`src/rtl/ula_decode_queue_if.sv`:
```
// Upstream opcode and downstream ULA issue handshakes of the ULA decode queue,
// plus the level and illegal-count status fields.
interface ula_decode_queue_if #(
  parameter int unsigned OPCODE_W  = 8,
  parameter int unsigned OP_W      = 4,
  parameter int unsigned DATA_W    = 8,
  parameter int unsigned DEPTH     = 4,
  parameter int unsigned ILL_CNT_W = 8
);
  localparam int unsigned LVL_W = $clog2(DEPTH) + 1;

  logic                 in_valid;
  logic                 in_ready;
  logic [OPCODE_W-1:0]  in_opcode;
  logic [DATA_W-1:0]    in_a;
  logic [DATA_W-1:0]    in_b;
  logic                 out_valid;
  logic                 out_ready;
  logic [OP_W-1:0]      ula_operation;
  logic [DATA_W-1:0]    out_a;
  logic [DATA_W-1:0]    out_b;
  logic                 multi_cycle;
  logic                 illegal;
  logic [LVL_W-1:0]     level;
  logic [ILL_CNT_W-1:0] ill_count;

  modport master (
    output in_valid, in_opcode, in_a, in_b, out_ready,
    input  in_ready, out_valid, ula_operation, out_a, out_b,
           multi_cycle, illegal, level, ill_count
  );

  modport slave (
    input  in_valid, in_opcode, in_a, in_b, out_ready,
    output in_ready, out_valid, ula_operation, out_a, out_b,
           multi_cycle, illegal, level, ill_count
  );
endinterface

```
`src/rtl/ula_decode_queue.sv`:
```
// Decodes opcodes into ULA operation codes and buffers them in a DEPTH-entry FIFO.
// Optional ULA_DECODE_TRAP_EN: illegal opcodes are dropped and raise a sticky trap.
module ula_decode_queue #(
  parameter int unsigned OPCODE_W  = 8,
  parameter int unsigned OP_W      = 4,
  parameter int unsigned DATA_W    = 8,
  parameter int unsigned DEPTH     = 4,
  parameter int unsigned ILL_CNT_W = 8
) (
  input  logic               clk,
  input  logic               reset,
  ula_decode_queue_if.slave  bus
`ifdef ULA_DECODE_TRAP_EN
  ,
  output logic               trap
`endif
);
  localparam int unsigned PTR_W = $clog2(DEPTH);
  localparam int unsigned LVL_W = PTR_W + 1;

  typedef struct packed {
    logic [OP_W-1:0]   op;
    logic [DATA_W-1:0] a;
    logic [DATA_W-1:0] b;
    logic              multi;
    logic              ill;
  } entry_t;

  entry_t               mem_q [DEPTH];
  logic [PTR_W-1:0]     wr_q, wr_d, rd_q, rd_d;
  logic [LVL_W-1:0]     level_q, level_d;
  logic [ILL_CNT_W-1:0] ill_q, ill_d;
  logic                 legal_c, push_c, pop_c, enq_c;
  entry_t               dec_c, head_c;

  // Decode on accept: only opcodes 1..12 are legal and map straight through.
  always_comb begin
    legal_c   = (bus.in_opcode != '0) && (bus.in_opcode <= OPCODE_W'(12));
    dec_c     = '0;
    dec_c.a   = bus.in_a;
    dec_c.b   = bus.in_b;
    dec_c.ill = !legal_c;
    if (legal_c) begin
      dec_c.op    = OP_W'(bus.in_opcode[3:0]);
      dec_c.multi = (bus.in_opcode[3:0] >= 4'd3) && (bus.in_opcode[3:0] <= 4'd5);
    end
  end

  assign bus.in_ready  = (level_q != LVL_W'(DEPTH));
  assign bus.out_valid = (level_q != '0);
  assign push_c        = bus.in_valid && bus.in_ready;
  assign pop_c         = bus.out_valid && bus.out_ready;

`ifdef ULA_DECODE_TRAP_EN
  assign enq_c = push_c && legal_c;
`else
  assign enq_c = push_c;
`endif

  always_comb begin
    wr_d    = wr_q;
    rd_d    = rd_q;
    level_d = level_q;
    ill_d   = ill_q;
    if (enq_c) wr_d = wr_q + PTR_W'(1);
    if (pop_c) rd_d = rd_q + PTR_W'(1);
    case ({enq_c, pop_c})
      2'b10:   level_d = level_q + LVL_W'(1);
      2'b01:   level_d = level_q - LVL_W'(1);
      default: level_d = level_q;
    endcase
    // Saturate rather than wrap so a flood of bad opcodes stays visible.
    if (push_c && !legal_c && (ill_q != '1)) ill_d = ill_q + ILL_CNT_W'(1);
  end

  always_ff @(posedge clk) begin
    if (reset) begin
      wr_q    <= '0;
      rd_q    <= '0;
      level_q <= '0;
      ill_q   <= '0;
    end else begin
      wr_q    <= wr_d;
      rd_q    <= rd_d;
      level_q <= level_d;
      ill_q   <= ill_d;
    end
  end

  // Storage carries no reset; the pointers alone define which slots are live.
  always_ff @(posedge clk) begin
    if (enq_c && !reset) mem_q[wr_q] <= dec_c;
  end

  assign head_c = bus.out_valid ? mem_q[rd_q] : '0;

  assign bus.ula_operation = head_c.op;
  assign bus.out_a         = head_c.a;
  assign bus.out_b         = head_c.b;
  assign bus.multi_cycle   = head_c.multi;
  assign bus.level         = level_q;
  assign bus.ill_count     = ill_q;

`ifdef ULA_DECODE_TRAP_EN
  logic trap_q, trap_d;

  always_comb begin
    trap_d = trap_q;
    if (push_c && !legal_c) trap_d = 1'b1;
  end

  always_ff @(posedge clk) begin
    if (reset) trap_q <= 1'b0;
    else       trap_q <= trap_d;
  end

  assign trap        = trap_q;
  assign bus.illegal = 1'b0;
`else
  assign bus.illegal = head_c.ill;
`endif
endmodule

```
`src/flat_wrapper.sv`:
```
// flat-port wrapper written by rule: the top's interface ports become plain ports
module ula_decode_queue_flat 
#(
  parameter int unsigned OPCODE_W  = 8,
  parameter int unsigned OP_W      = 4,
  parameter int unsigned DATA_W    = 8,
  parameter int unsigned DEPTH     = 4,
  parameter int unsigned ILL_CNT_W = 8
)
  (clk, reset, bus_in_valid, bus_in_opcode, bus_in_a, bus_in_b, bus_out_ready, bus_in_ready, bus_out_valid, bus_ula_operation, bus_out_a, bus_out_b, bus_multi_cycle, bus_illegal, bus_level, bus_ill_count);
  ula_decode_queue_if #(.OPCODE_W(OPCODE_W), .OP_W(OP_W), .DATA_W(DATA_W), .DEPTH(DEPTH), .ILL_CNT_W(ILL_CNT_W)) bus_i ();
  input  logic clk;
  input  logic reset;
  input wire logic [$bits(bus_i.in_valid)-1:0] bus_in_valid;
  input wire logic [$bits(bus_i.in_opcode)-1:0] bus_in_opcode;
  input wire logic [$bits(bus_i.in_a)-1:0] bus_in_a;
  input wire logic [$bits(bus_i.in_b)-1:0] bus_in_b;
  input wire logic [$bits(bus_i.out_ready)-1:0] bus_out_ready;
  output wire logic [$bits(bus_i.in_ready)-1:0] bus_in_ready;
  output wire logic [$bits(bus_i.out_valid)-1:0] bus_out_valid;
  output wire logic [$bits(bus_i.ula_operation)-1:0] bus_ula_operation;
  output wire logic [$bits(bus_i.out_a)-1:0] bus_out_a;
  output wire logic [$bits(bus_i.out_b)-1:0] bus_out_b;
  output wire logic [$bits(bus_i.multi_cycle)-1:0] bus_multi_cycle;
  output wire logic [$bits(bus_i.illegal)-1:0] bus_illegal;
  output wire logic [$bits(bus_i.level)-1:0] bus_level;
  output wire logic [$bits(bus_i.ill_count)-1:0] bus_ill_count;
  assign bus_i.in_valid = bus_in_valid;
  assign bus_i.in_opcode = bus_in_opcode;
  assign bus_i.in_a = bus_in_a;
  assign bus_i.in_b = bus_in_b;
  assign bus_i.out_ready = bus_out_ready;
  assign bus_in_ready = bus_i.in_ready;
  assign bus_out_valid = bus_i.out_valid;
  assign bus_ula_operation = bus_i.ula_operation;
  assign bus_out_a = bus_i.out_a;
  assign bus_out_b = bus_i.out_b;
  assign bus_multi_cycle = bus_i.multi_cycle;
  assign bus_illegal = bus_i.illegal;
  assign bus_level = bus_i.level;
  assign bus_ill_count = bus_i.ill_count;
  ula_decode_queue #(.OPCODE_W(OPCODE_W), .OP_W(OP_W), .DATA_W(DATA_W), .DEPTH(DEPTH), .ILL_CNT_W(ILL_CNT_W)) u_core (.clk(clk), .reset(reset), .bus(bus_i));
endmodule
```
`config.mk`:
```
export PLATFORM = sky130hd
export DESIGN_NAME = ula_decode_queue_flat
export DESIGN_NICKNAME = d
export VERILOG_FILES = /design/src/rtl/ula_decode_queue_if.sv /design/src/rtl/ula_decode_queue.sv /design/src/flat_wrapper.sv
export SDC_FILE = /design/constraint.sdc
export NUM_CORES = 1
export LEC_CHECK = 0
export CAP_MARGIN = 25
export CORE_MARGIN = 3
export CORE_UTILIZATION = 60
export CTS_BUF_LIST = sky130_fd_sc_hd__clkbuf_4
export DETAILED_ROUTE_END_ITERATION = 8
export PLACE_DENSITY = 0.95
export SLEW_MARGIN = 20
export SYNTH_ARGS = -nofsm -noshare
export SYNTH_HDL_FRONTEND = slang
export SYNTH_SLANG_ARGS = --single-unit
```
`constraint.sdc`:
```
create_clock -name clk -period 5.75 [get_ports clk]
set_input_delay 0.575 -clock clk [delete_from_list [all_inputs] [get_ports clk]]
set_output_delay 0.575 -clock clk [all_outputs]
set_load 0.01 [all_outputs]
```
; Word-level counts from Yosys, hierarchy flattened
; Memory sizes are Yosys's and may differ from the RTL's. A register that Yosys moved wholly into a read port is not among the register bits.
; Index checks and enable logic that the tools add are counted.
[totals]
register_bits = 15
mem_bits_rw = 88
output_inout_bits = 35
n_memories = 1
[classes]
n_addsub = 5
order_cmp = 3
n_eq_ne = 4
n_mux = 8
n_reduce_logical = 12
[memory_table]
columns = memory, depth, word_bits, rd, rd_ports_with_merged_regs, write_ports, line
row1 = u_core.mem_q, 4, 22, 1, 1, 1, ula_decode_queue.sv:29  ; entry_t mem_q [DEPTH];
[op_table]
columns = cell, n
row1 = $mux 22, 1
row2 = $add 8x1->8 const B, 1
row3 = $le 8x4->1 const B, 1
row4 = $ne 8x8->1 const B, 1
row5 = $reduce_bool 8->1, 1
row6 = $logic_and 1x1->1, 7
row7 = $pmux 3 s2, 1
row8 = $add 2x1->2 const B, 2
row9 = $ge 4x2->1 const B, 1
row10 = $le 4x3->1 const B, 1
row11 = $mux 2, 2
row12 = $mux 4, 1
row13 = $add 3x1->3 const B, 1
row14 = $mux 1, 3
row15 = $ne 3x3->1 const B, 1
row16 = $reduce_bool 3->1, 1
row17 = $sub 3x1->3 const B, 1
row18 = $eq 2x1->1 const B, 1
row19 = $eq 2x2->1 const B, 1
row20 = $logic_not 1->1, 2
row21 = $reduce_bool 2->1, 1

; Longest topological paths before layout
[depth]
ltp_word = 5
mapped_depth = 9
ltp_nobuf = 8

; Worst setup path before layout
; OpenSTA, ideal clock, no wires.
[synth_path]
kind = reg2reg
startpoint = reg u_core.level_q[2] (netlist: u_core.bus.level[2])
endpoint = reg u_core.level_q[2] (netlist: u_core.bus.level[2])
setup_ns = 0.070
arrival_ns = 2.361
t_required_ns = 5.680
slack_ns = 3.319
stages_incl_launch_ff = 10
path_buffers = 1
cell_sequence = dfxtp_1 or3b_2 clkbuf_1 nand2_1 ha_1 inv_1 fa_1 xor2_1 or3_1 a21oi_1
[synth_between]
elab_chain_len = 4
[synth_lines]
columns = item, line
row1 = from (decl), ula_decode_queue.sv:31  ; logic [LVL_W-1:0] level_q, level_d;
row2 = from (signal assigned), ula_decode_queue.sv:85  ; level_q <= level_d;
row3 = $ne 3x3->1 (*), ula_decode_queue.sv:49  ; assign bus.in_ready = (level_q != LVL_W'(DEPTH));
row4 = named net bus_in_ready, flat_wrapper.sv:19  ; output wire logic [$bits(bus_i.in_ready)-1:0] bus_in_ready;
row5 = $logic_and 1x1->1 (*), ula_decode_queue.sv:51  ; assign push_c = bus.in_valid && bus.in_ready;
row6 = $eq 2x1->1 or $eq 2x2->1 (tied branches), ula_decode_queue.sv:67  ; case ({enq_c, pop_c})
row7 = $pmux 3 s2 or $reduce_bool 2->1 (tied branches), n/a
; Mark *: on every way through the listed nets, which the timed path passes. The rest lies on a longest branch.
; A chain may end at the register's enable or synchronous reset.

==> impl_metrics.py <==
metrics = {
    "synthesis": {
        "synth.area.top_cells": "edfxtp_1 62%, mux4_2 12%, dfxtp_1 8.0%, and2_1 4.3%, ha_1 1.8%",
        "synth_top_area_share_pct": 61.94,
        "syn_inst": 249,
        "synth_area_um2": 4267,
        "synth_edf_count": 88,
        "async_flop_share_pct": 0,
        "yosys-top-cells-count": "88 x edfxtp_1, 29 x and2_1, 22 x mux4_2, 17 x dfxtp_1, 12 x nor2_1",
        "syn_nets": 284,
        "ys_seq_elements": 105,
        "avgSynthCellArea_um2": 17.13,
        "synth_top_cell_by_area": "edfxtp_1",
        "yosys_warnings": 0,
        "ys_types": 37,
        "ys_seq_area_share_pct": 69.91,
        "synth_ff_type": "edfxtp_1",
        "yosys.cell_count.top_type": "edfxtp_1",
    },
    "hold_path": {
        "hold_path_class": "flop to flop",
    },
    "routing": {
        "drc_errors": 0,
        "drt_iter0_markers": 161,
        "num_vias": 2341,
        "postRouteAntennaNets": 0,
        "avgViaCountPerCell": 5.614,
        "wl_per_cell_um": 18.89,
        "drt-pass1-iter-count": 4,
        "routed_wl_mm": 7.879,
    },
    "timing": {
        "skew_ns": 0.01184,
        "setup_ws_ns": 2.609,
        "setup_viol": 0,
        "fin_crit_ns": 3.141,
        "rsz0062_at_grt": "false",
        "fmax_mhz": 318.3,
        "worstMarginPinSlew_ns": 1.013,
        "hold_viol": 0,
        "slew_violations": 0,
        "final.setup.tns_ns": 0,
        "max-slew-margin-rel_pct": 32.35,
        "finalCritPeriodShare_pct": 54.63,
    },
    "floorplan": {
        "num_rows": 30,
        "dieArea_um2": 8159,
        "initial_core_util_pct": 62.45,
        "dieHeight_um": 90.33,
        "die_x_um": 90.33,
        "boundaryPins": 63,
        "fp.coreArea_um2": 6832,
    },
    "critical_path": {
        "slowest_delay_ns": 1.02,
        "critical-path-top-delay-family": "flip-flops",
        "crit_slowest_cell": "dfxtp_1",
        "end_kind": "output pin",
        "crit_arrival_ns": 2.57,
        "critPathRequiredTime_ns": 5.18,
        "path_cells": "mux4_2 -> and2_1 -> clkdlybuf4s50_1",
        "crit_path_start_kind": "flop",
        "path_buf_inv": 1,
        "crit_fanout": 22,
        "path_class": "flop to output pin",
    },
    "clock_tree": {
        "cts.clk_slew.worst_paths_ns": 0.15,
        "cts_tree": "built",
        "cts.sinks": 105,
        "postCtsResizedCells": 0,
        "postCtsHoldBufs": 0,
        "clock-root-buffer": "clkbuf_4",
        "clockBufferDepth": 2,
        "postCtsSetupBuffers": 0,
        "clock_latency_ns": 0.44,
        "cts-htree-levels": 3,
        "cts_buffers": 9,
    },
    "layout": {
        "fin_nets": 351,
        "layout-area-overhead-vs-synth_pct": 21.55,
        "nFillCells": 386,
        "drive_gt1_share_pct": 15.26,
        "diodes": 0,
    },
    "placement": {
        "dpl.hpwl_mm": 5.067,
        "dpl_worst_slack_ns": 2.706,
        "routabilityCongestion": 0.7851,
        "io_buffer_count": 62,
    },
    "power": {
        "max-vdd-ir-drop_mv": 0.3027,
        "power_density_nw_per_um2": 392.9,
        "cellLeakagePower_nw": 1.679,
    },
    "grt": {
        "grt_max_degree": 26,
        "grt_pass1_vias": 2525,
        "antenna_found_initial": 0,
        "overflow": 0,
        "grt_pass1_wl_mm": 12.44,
        "grt_use_total_pct": 20.17,
    },
    "run": {
        "maxCapViolCount": 0,
    },
    "run_status": {
        "status": "completed",
    },
}
==> registers in the layout, indices dropped and copies added (netlist names), named ones only <==
signal                cells
u_core.rd_q               2
u_core.mem_q             88
u_core.bus.level          3
u_core.bus.ill_count      8
u_core.wr_q               2
==> cells in the final DEF (no fill, tap or decap), types with 2 or more instances in the layout <==
cell / synthesis / final
xnor2_1: 2 / 2
nor2b_1: 3 / 3
buf_8: 0 / 2
inv_8: 0 / 4
inv_1: 6 / 6
clkdlybuf4s50_1: 0 / 62
o21ai_0: 3 / 3
o31ai_1: 2 / 2
edfxtp_1: 88 / 88
nor2_1: 12 / 12
or3_1: 4 / 4
or4_1: 3 / 3
a21oi_1: 7 / 7
mux2_2: 3 / 3
nand3_1: 3 / 3
o211ai_1: 2 / 2
nand4_1: 2 / 2
bufinv_16: 0 / 2
clkbuf_4: 0 / 9
nand2_1: 6 / 6
mux4_2: 22 / 22
ha_1: 6 / 6
nand2b_1: 2 / 2
and3_1: 2 / 2
and2_1: 29 / 28
xor2_1: 3 / 3
dfxtp_1: 17 / 17
==> layer usage <==
| layer | wire length [um] | track usage (%) | vias up |
|---|---|---|---|
| met1 | 3205 | 23.35 | 1155 |
| met2 | 4142 | 36.03 | 82 |
| met4 | 127 | 7.908 | 0 |
| li1 | - | - | 1092 |
| met5 | 0 | 0 | - |
| met3 | 403 | 5.167 | 12 |
==> stage by stage <==
step                power (mW)  instance area [um^2]  utilization [%]  std cells  hold WS [ns]
floorplan                1.312                  4267                -        249        0.4692
global placement         1.603                  4967            72.71        398        0.4817
detailed placement       1.627                  4967            72.71        398        0.4936
CTS                      2.052                  5144            75.29        414        0.5101
global route             2.133                  5186            75.92        417        0.5255
finish                   2.037                  5186            75.92        417        0.5058
==> worst reg2reg max path, delay by kind of cell, from the launching register on <==
kind	cells	cell delay, ns
AO/OA/AOI/OAI	1	0.14
AND/OR/NAND/NOR	3	1.20
adder cells (fa/ha/maj)	2	0.57
flip-flops	1	0.43
XOR/XNOR	1	0.16
buffers and inverters	1	0.06
==> final cells by class <==
type,count,area [um^2],area share [%]
Inverter,6,22.52,0.4343
Tap cell,96,120.1,2.316
Timing Repair Buffer,66,669.4,12.91
Multi-Input combinational cell,128,1215,23.43
Clock inverter,7,108.9,2.099
Clock buffer,9,67.56,1.303
Sequential cell,105,2983,57.52
==> report_power, final <==
group	switching, mW	total (mW)	internal (mW)
Clock	0.243	0.430	0.187
Sequential	0.0369	0.918	0.881
Combinational	0.298	0.690	0.391
Total	0.578	2.04	1.46
==> logic make-up after synthesis <==
family	Yosys count	synth area share [%]
AO/OA/AOI/OAI	14	1.876
adder cells (fa/ha/maj)	7	2.229
multiplexers	27	12.90
XOR/XNOR	5	1.027
AND/OR/NAND/NOR	75	10.41
flip-flops	105	69.91
buffers and inverters	16	1.642
==> final timing paths <==
| kind | startpoint | end | slack, ns | depth (start not counted) |
|---|---|---|---|---|
| setup / recovery | flop | bus_out_b[7] | 2.61 | 3 |
| hold / removal | u_core.wr_q[1] | u_core.wr_q[1] | 0.51 | 2 |
| setup reg to reg | u_core.bus.level[0] | u_core.bus.level[2] | 3.13 | 8 |
| hold reg to reg | u_core.wr_q[1] | u_core.wr_q[1] | 0.51 | 2 |
Note: power is estimated with default switching activity, not from simulation.
